### src/rtl/clock_divider_pkg.sv
// Shared constants and helpers for the board-clock divider.
package clock_divider_pkg;

  localparam int unsigned CLK_IN_HZ       = 50_000_000;
  localparam int unsigned DEFAULT_DIVISOR = 100_000;

  // Input cycles per output period for a target output frequency in Hz.
  function automatic int unsigned calc_divisor(input int unsigned f_out);
    return CLK_IN_HZ / f_out;
  endfunction

endpackage

### src/rtl/clock_divider_cnt.sv
// Modulo-N up counter with async active-low clear and terminal-count flag.
module clock_divider_cnt
  import clock_divider_pkg::*;
#(
  parameter int unsigned N = 4,
  parameter int unsigned W = $clog2(N)
) (
  input  logic         i_clk,
  input  logic         i_rst_n,
  output logic [W-1:0] o_cnt,
  output logic         o_tc
);

  localparam logic [W-1:0] LAST = W'(N - 1);

  logic [W-1:0] r_cnt;
  logic         w_tc;

  // Explicit compare so non-power-of-two N wraps correctly.
  assign w_tc = (r_cnt == LAST);

  always_ff @(posedge i_clk or negedge i_rst_n) begin
    if (!i_rst_n)  r_cnt <= '0;
    else if (w_tc) r_cnt <= '0;
    else           r_cnt <= r_cnt + W'(1);
  end

  assign o_cnt = r_cnt;
  assign o_tc  = w_tc;

endmodule

### src/rtl/clock_divider.sv
// Integer clock divider: low for ceil(N/2) input cycles, high for floor(N/2).
// Define CLOCK_DIVIDER_ODD_DUTY_EN for exact 50% duty on odd DIVISOR.
module clock_divider
  import clock_divider_pkg::*;
#(
  parameter int unsigned DIVISOR = DEFAULT_DIVISOR,
  parameter int unsigned CNT_W   = $clog2(DIVISOR)
) (
  input  logic rst,
  input  logic in,
  output logic out
);

  localparam int unsigned      H       = (DIVISOR + 1) / 2;
  localparam logic [CNT_W-1:0] RISE_AT = CNT_W'(H - 1);

  if (DIVISOR < 2) begin : g_bad_divisor
    $error("clock_divider: DIVISOR must be at least 2");
  end

  logic [CNT_W-1:0] w_cnt;
  logic             w_tc;
  logic             r_pos;

  clock_divider_cnt #(
    .N (DIVISOR),
    .W (CNT_W)
  ) u_cnt (
    .i_clk   (in),
    .i_rst_n (rst),
    .o_cnt   (w_cnt),
    .o_tc    (w_tc)
  );

  // Decode the post-edge count from the pre-edge one: out is high once
  // the count reaches H, and drops when the counter wraps.
  always_ff @(posedge in or negedge rst) begin
    if (!rst) r_pos <= 1'b0;
    else      r_pos <= (w_cnt >= RISE_AT) && !w_tc;
  end

`ifdef CLOCK_DIVIDER_ODD_DUTY_EN
  if (DIVISOR % 2 == 1) begin : g_odd_duty
    logic r_neg;

    // Half-cycle-delayed copy stretches the high phase by half an input period.
    always_ff @(negedge in or negedge rst) begin
      if (!rst) r_neg <= 1'b0;
      else      r_neg <= r_pos;
    end

    assign out = r_pos | r_neg;
  end else begin : g_even_duty
    assign out = r_pos;
  end
`else
  assign out = r_pos;
`endif

endmodule

### config.mk
export PLATFORM = sky130hd
export DESIGN_NAME = clock_divider
export DESIGN_NICKNAME = d
export VERILOG_FILES = /design/src/rtl/clock_divider_pkg.sv /design/src/rtl/clock_divider_cnt.sv /design/src/rtl/clock_divider.sv
export SDC_FILE = /design/constraint.sdc
export NUM_CORES = 1
export LEC_CHECK = 0
export ABC_AREA = 1
export ABC_CLOCK_PERIOD_IN_PS = 2300
export CORE_UTILIZATION = 40
export CTS_CLUSTER_SIZE = 28
export DETAILED_ROUTE_END_ITERATION = 7
export HOLD_SLACK_MARGIN = 0.02
export PLACE_DENSITY = 0.55
export SLEW_MARGIN = 25
export SYNTH_ARGS = -nofsm -noshare
export SYNTH_HDL_FRONTEND = slang
export SYNTH_HIERARCHICAL = 1
export SYNTH_SLANG_ARGS = --single-unit
### constraint.sdc
create_clock -name in -period 2.3 [get_ports in]
set_input_delay 0.345 -clock in [delete_from_list [all_inputs] [get_ports in]]
set_output_delay 0.345 -clock in [all_outputs]
set_load 0.01 [all_outputs]
== Word level (Yosys, flattened, before mapping) ==
Cells that the tools add are included.
Word-level totals
  logic and storage cells: 8
  flip-flop bits (word level): 18
  output and inout bits: 1
Operators by class
  order comparisons: 1
  reduce and logical (&&, ||, !) cells: 2
  multiplexer cells: 1
  eq/ne operators: 1
  add/subtract/negate cells: 1
Operator list (count)
  adder 17 x 1 -> 17 bit, second input constant: 1
  == test 17 bit, second input constant: 1
  greater-or-equal comparator 17 x 16 -> 1 bit, second input constant: 1
  2-to-1 mux 17 bit: 1
  logical AND 1 bit: 1
  zero test 1 bit: 1

== Logic depth before layout (Yosys ltp) ==
  depth after elaboration: 3
  mapped depth: 8
  gate-level depth less buffers: 8

== Modules after synthesis ==
The synthesis kept the hierarchy.
Modules (own cells, without submodules)
  clock_divider_cnt: instances 1, area an instance 978.4 µm², cells each 138
  clock_divider: instances 1, area an instance 171.4 µm², cells each 35

== Worst setup path before layout ==
Ideal clock, no wire load.
  path kind: reg-to-reg
  from: register u_cnt.r_cnt[0] (netlist: u_cnt/o_cnt[0])
  to: register u_cnt.r_cnt[0] (netlist: u_cnt/o_cnt[0])
  setup time: 122 ps
  arrival time: 1092 ps
  required time: 2178 ps
  path buffers: 0
  slack: 1085 ps
  clock period less this slack: 1215 ps
  cell stages (with the launch flop): 9
  cell sequence: dfrtp_1 > ha_1 > nand2_2 > inv_1 > nand2_1 > nor2_1 > nand2_2 > inv_2 > nor2_1
On the way
  longest elaborated chain between the ends: 2
  elaborated cells between the ends (all ways): 3
  classes of those cells: add/sub: 1; eq/ne: 1; mux: 1
RTL lines
  start, declared: RTL line clock_divider_cnt.sv:16  | logic [W-1:0] r_cnt;
  start signal, assigned: RTL line clock_divider_cnt.sv:25  | else r_cnt <= r_cnt + W'(1);
  == test 17 bit: RTL line clock_divider_cnt.sv:20  | assign w_tc = (r_cnt == LAST);
  via w_tc: RTL line clock_divider.sv:22  | logic w_tc;
  2-to-1 mux 17 bit: RTL line clock_divider_cnt.sv:24  | else if (w_tc) r_cnt <= '0;
The timed path passes the listed nets, and every way through them passes these cells.

== Worst setup path in the final report ==
  from: register r_pos (netlist: out)
  to: output port out
RTL lines
  start, declared: RTL line clock_divider.sv:23  | logic r_pos;
  start signal, assigned: RTL line clock_divider.sv:39  | else r_pos <= (w_cnt >= RISE_AT) && !w_tc;
  end, declared: RTL line clock_divider.sv:11  | output logic out
No word-level cell between the ends.

==> results.toml <==
[drt]
first_iter_violations = 34
dr.pass1.iters = 4
routed_wl_um = 2390
wl_per_cell_um = 11.4
drc = 0
drtAntennaViolNets = 0
vias = 984
routed_via_density = 4.69

[logic_synthesis]
yosysWarnings = 6
synth_adder_area_share_pct = 1.09
synth_edf_count = 0
syn-instance-count = 173
synth_area_um2 = 1150
muxShareOfSynthArea_pct = 0
synth_top_cell_by_area = "dfrtp_1"
synth_xor_xnor_area_share_pct = 3.81
ys.flop_type = "dfrtp_1"
yosysUniqueCellTypes = 20
yosysMostFrequentCell = "nand2_1"
yosysSeqAreaShare_pct = 39.2
yosysTopAreaCellShare_pct = 39.2
synth_seq_cells = 18
synth_compound_area_share_pct = 3.37
synth_top_family_by_area = "simple AND/OR/NAND/NOR gates"
synth_commonest_cells = "nand2_1, nor2_1, inv_1"
async_reset_ff_share_pct = 100
yosys.area_share.simple_pct = 42.1
avgSynthCellArea_um2 = 6.65
synth_nets = 176
yosys-top-cells-area = "dfrtp_1, nand2_1, nor2_1"

[global_routing]
grt_overflow = 0
grt_pass1_vias = 889
grt_usage_pct = 17.1
antenna_found_initial = 0
grt_pass1_wl_um = 4080
grt_max_degree = 19

[setup_path]
crit_type = "flip-flop to primary output"
cp_cell_sequence = "clkdlybuf4s50_1"
end_kind = "primary output"
timing.critical_path.buf_inv = 1
critical-path-max-stage-delay_ps = 520
r2r_start = "u_cnt/o_cnt[0]"
slowest_stage = "clkdlybuf4s50_1"
r2r_cells = 8
required_ps = 1960
arrival_ps = 1150
start_kind = "flip-flop"
worst-path-stages = 1
path_delay_family = "buffers and inverters"
critPathMaxFanout = 1
crit_start = "out"

[place]
place_hpwl_um = 1860
numPortBuffers = 2
post_dp_cell_area_um2 = 1220
post-place-ws_ps = 911
dp.cells = 207
gp_congestion = 0.786

[timing]
hold_ws_ps = 371
tightest_slew_ps = 249
hold_violations = 0
setup_viol = 0
finalWorstSetupSlack_ps = 806
fmax_mhz = 669
period_share_pct = 65.0
period_needed_ps = 1490
clock_skew_ps = 2.63
relSlewSlack_pct = 83.4
maxSlewViolCount = 0
rsz0062_at_grt = "false"
setup-tns-final_ps = 0

[floorplan]
die-area_um2 = 3090
die_y_um = 55.6
start_util_pct = 42.1
die_w_um = 55.6
core_um2 = 2730
rows = 19
ioPinCount = 3

[clocking]
path_clk_slew_ps = 110
cts_tree = "built"
cts_root_buf = "clkbuf_4"
clock_latency_ps = 290
h-tree-depth = 1
cts-resized-gates = 0
post_cts_buffers = 0
cts_hold_buf = 0
cts.sinks = 18
cts_buffer_depth = 2
numCtsBuffers = 3

[cells_and_area]
insertedDiodeCount = 0
fin_area_um2 = 1240
layoutNonFillerInstCount = 210
drive_gt1_share_pct = 12.3
layout-area-overhead-vs-synth_pct = 7.73
nets = 184

[hold_path]
hold_path_class = "primary input to async pin"

[pwr]
power.leakage_nw = 0.705
ir_drop_mv = 0.211
power_density_nw_per_um2 = 394

[outcome]
outcome = "complete, no violations"

[job]
drv_cap = 0
-- layout by cell type, fill, tap and decap left out, types with 2 or more instances in the layout --
cell             count
nand2_1             47
nor2_1              34
inv_1               31
dfrtp_1             18
nor2_2              10
nand3_1              9
nand2_2              5
xor2_1               4
clkbuf_4             3
clkdlybuf4s50_1      2
a21oi_1              2
nand4_1              2
o21bai_1             2
-- report_power, final --
group / internal (mW) / switching (mW) / leakage (nW)
combinational: 0.00260 / 0.00627 / 0.454
sequential: 0.316 / 0 / 0.237
clock: 0.0609 / 0.102 / 0.0138
total: 0.380 / 0.108 / 0.705
-- sequential cells by signal, summed over array words and instances, names as in the netlist --
signal	cells
out	1
u_cnt/o_cnt	17
-- kinds of logic (layout without fill, tap and decap cells) --
logic type,after synthesis,in the layout
AOI/OAI and AO/OA,6,6
and+or+nand+nor,111,111
xor gates and xnor gates,5,5
DFF,18,18
adders and majority gates,1,1
buffers and inverters,32,38
-- area by class of cell --
class | count | area, µm²
Fill cell | 283 | 1500
Inverter | 32 | 120
Multi-Input combinational cell | 123 | 579
Timing Repair Buffer | 3 | 27.5
Tap cell | 31 | 38.8
Clock buffer | 3 | 22.5
Sequential cell | 18 | 450
-- stage by stage --
stage	util (%)	power (mW)
after detailed placement	44.5	0.332
after floorplan	-	0.323
after CTS	45.3	0.496
after global placement	44.5	0.332
after global routing	45.3	0.509
final	45.3	0.488
-- path summary, 6_finish.rpt --
check,slack [ps],endpoint
setup reg to reg,920,u_cnt/o_cnt[0]
max in group asynchronous,1730,u_cnt/o_cnt[6]
setup / recovery,810,out
hold / removal,370,u_cnt/o_cnt[9]
min in group in,530,u_cnt/o_cnt[0]
hold reg to reg,530,u_cnt/o_cnt[0]
-- routing by layer --
metal  global-route usage, %  up-vias  wire length, µm
met3                    2.09        2               40
met5                       0        -                0
li1                        -      530                -
met4                    5.36        0               19
met2                    27.4        5             1060
met1                    24.2      447             1270
(Power assumes the default switching activity.)
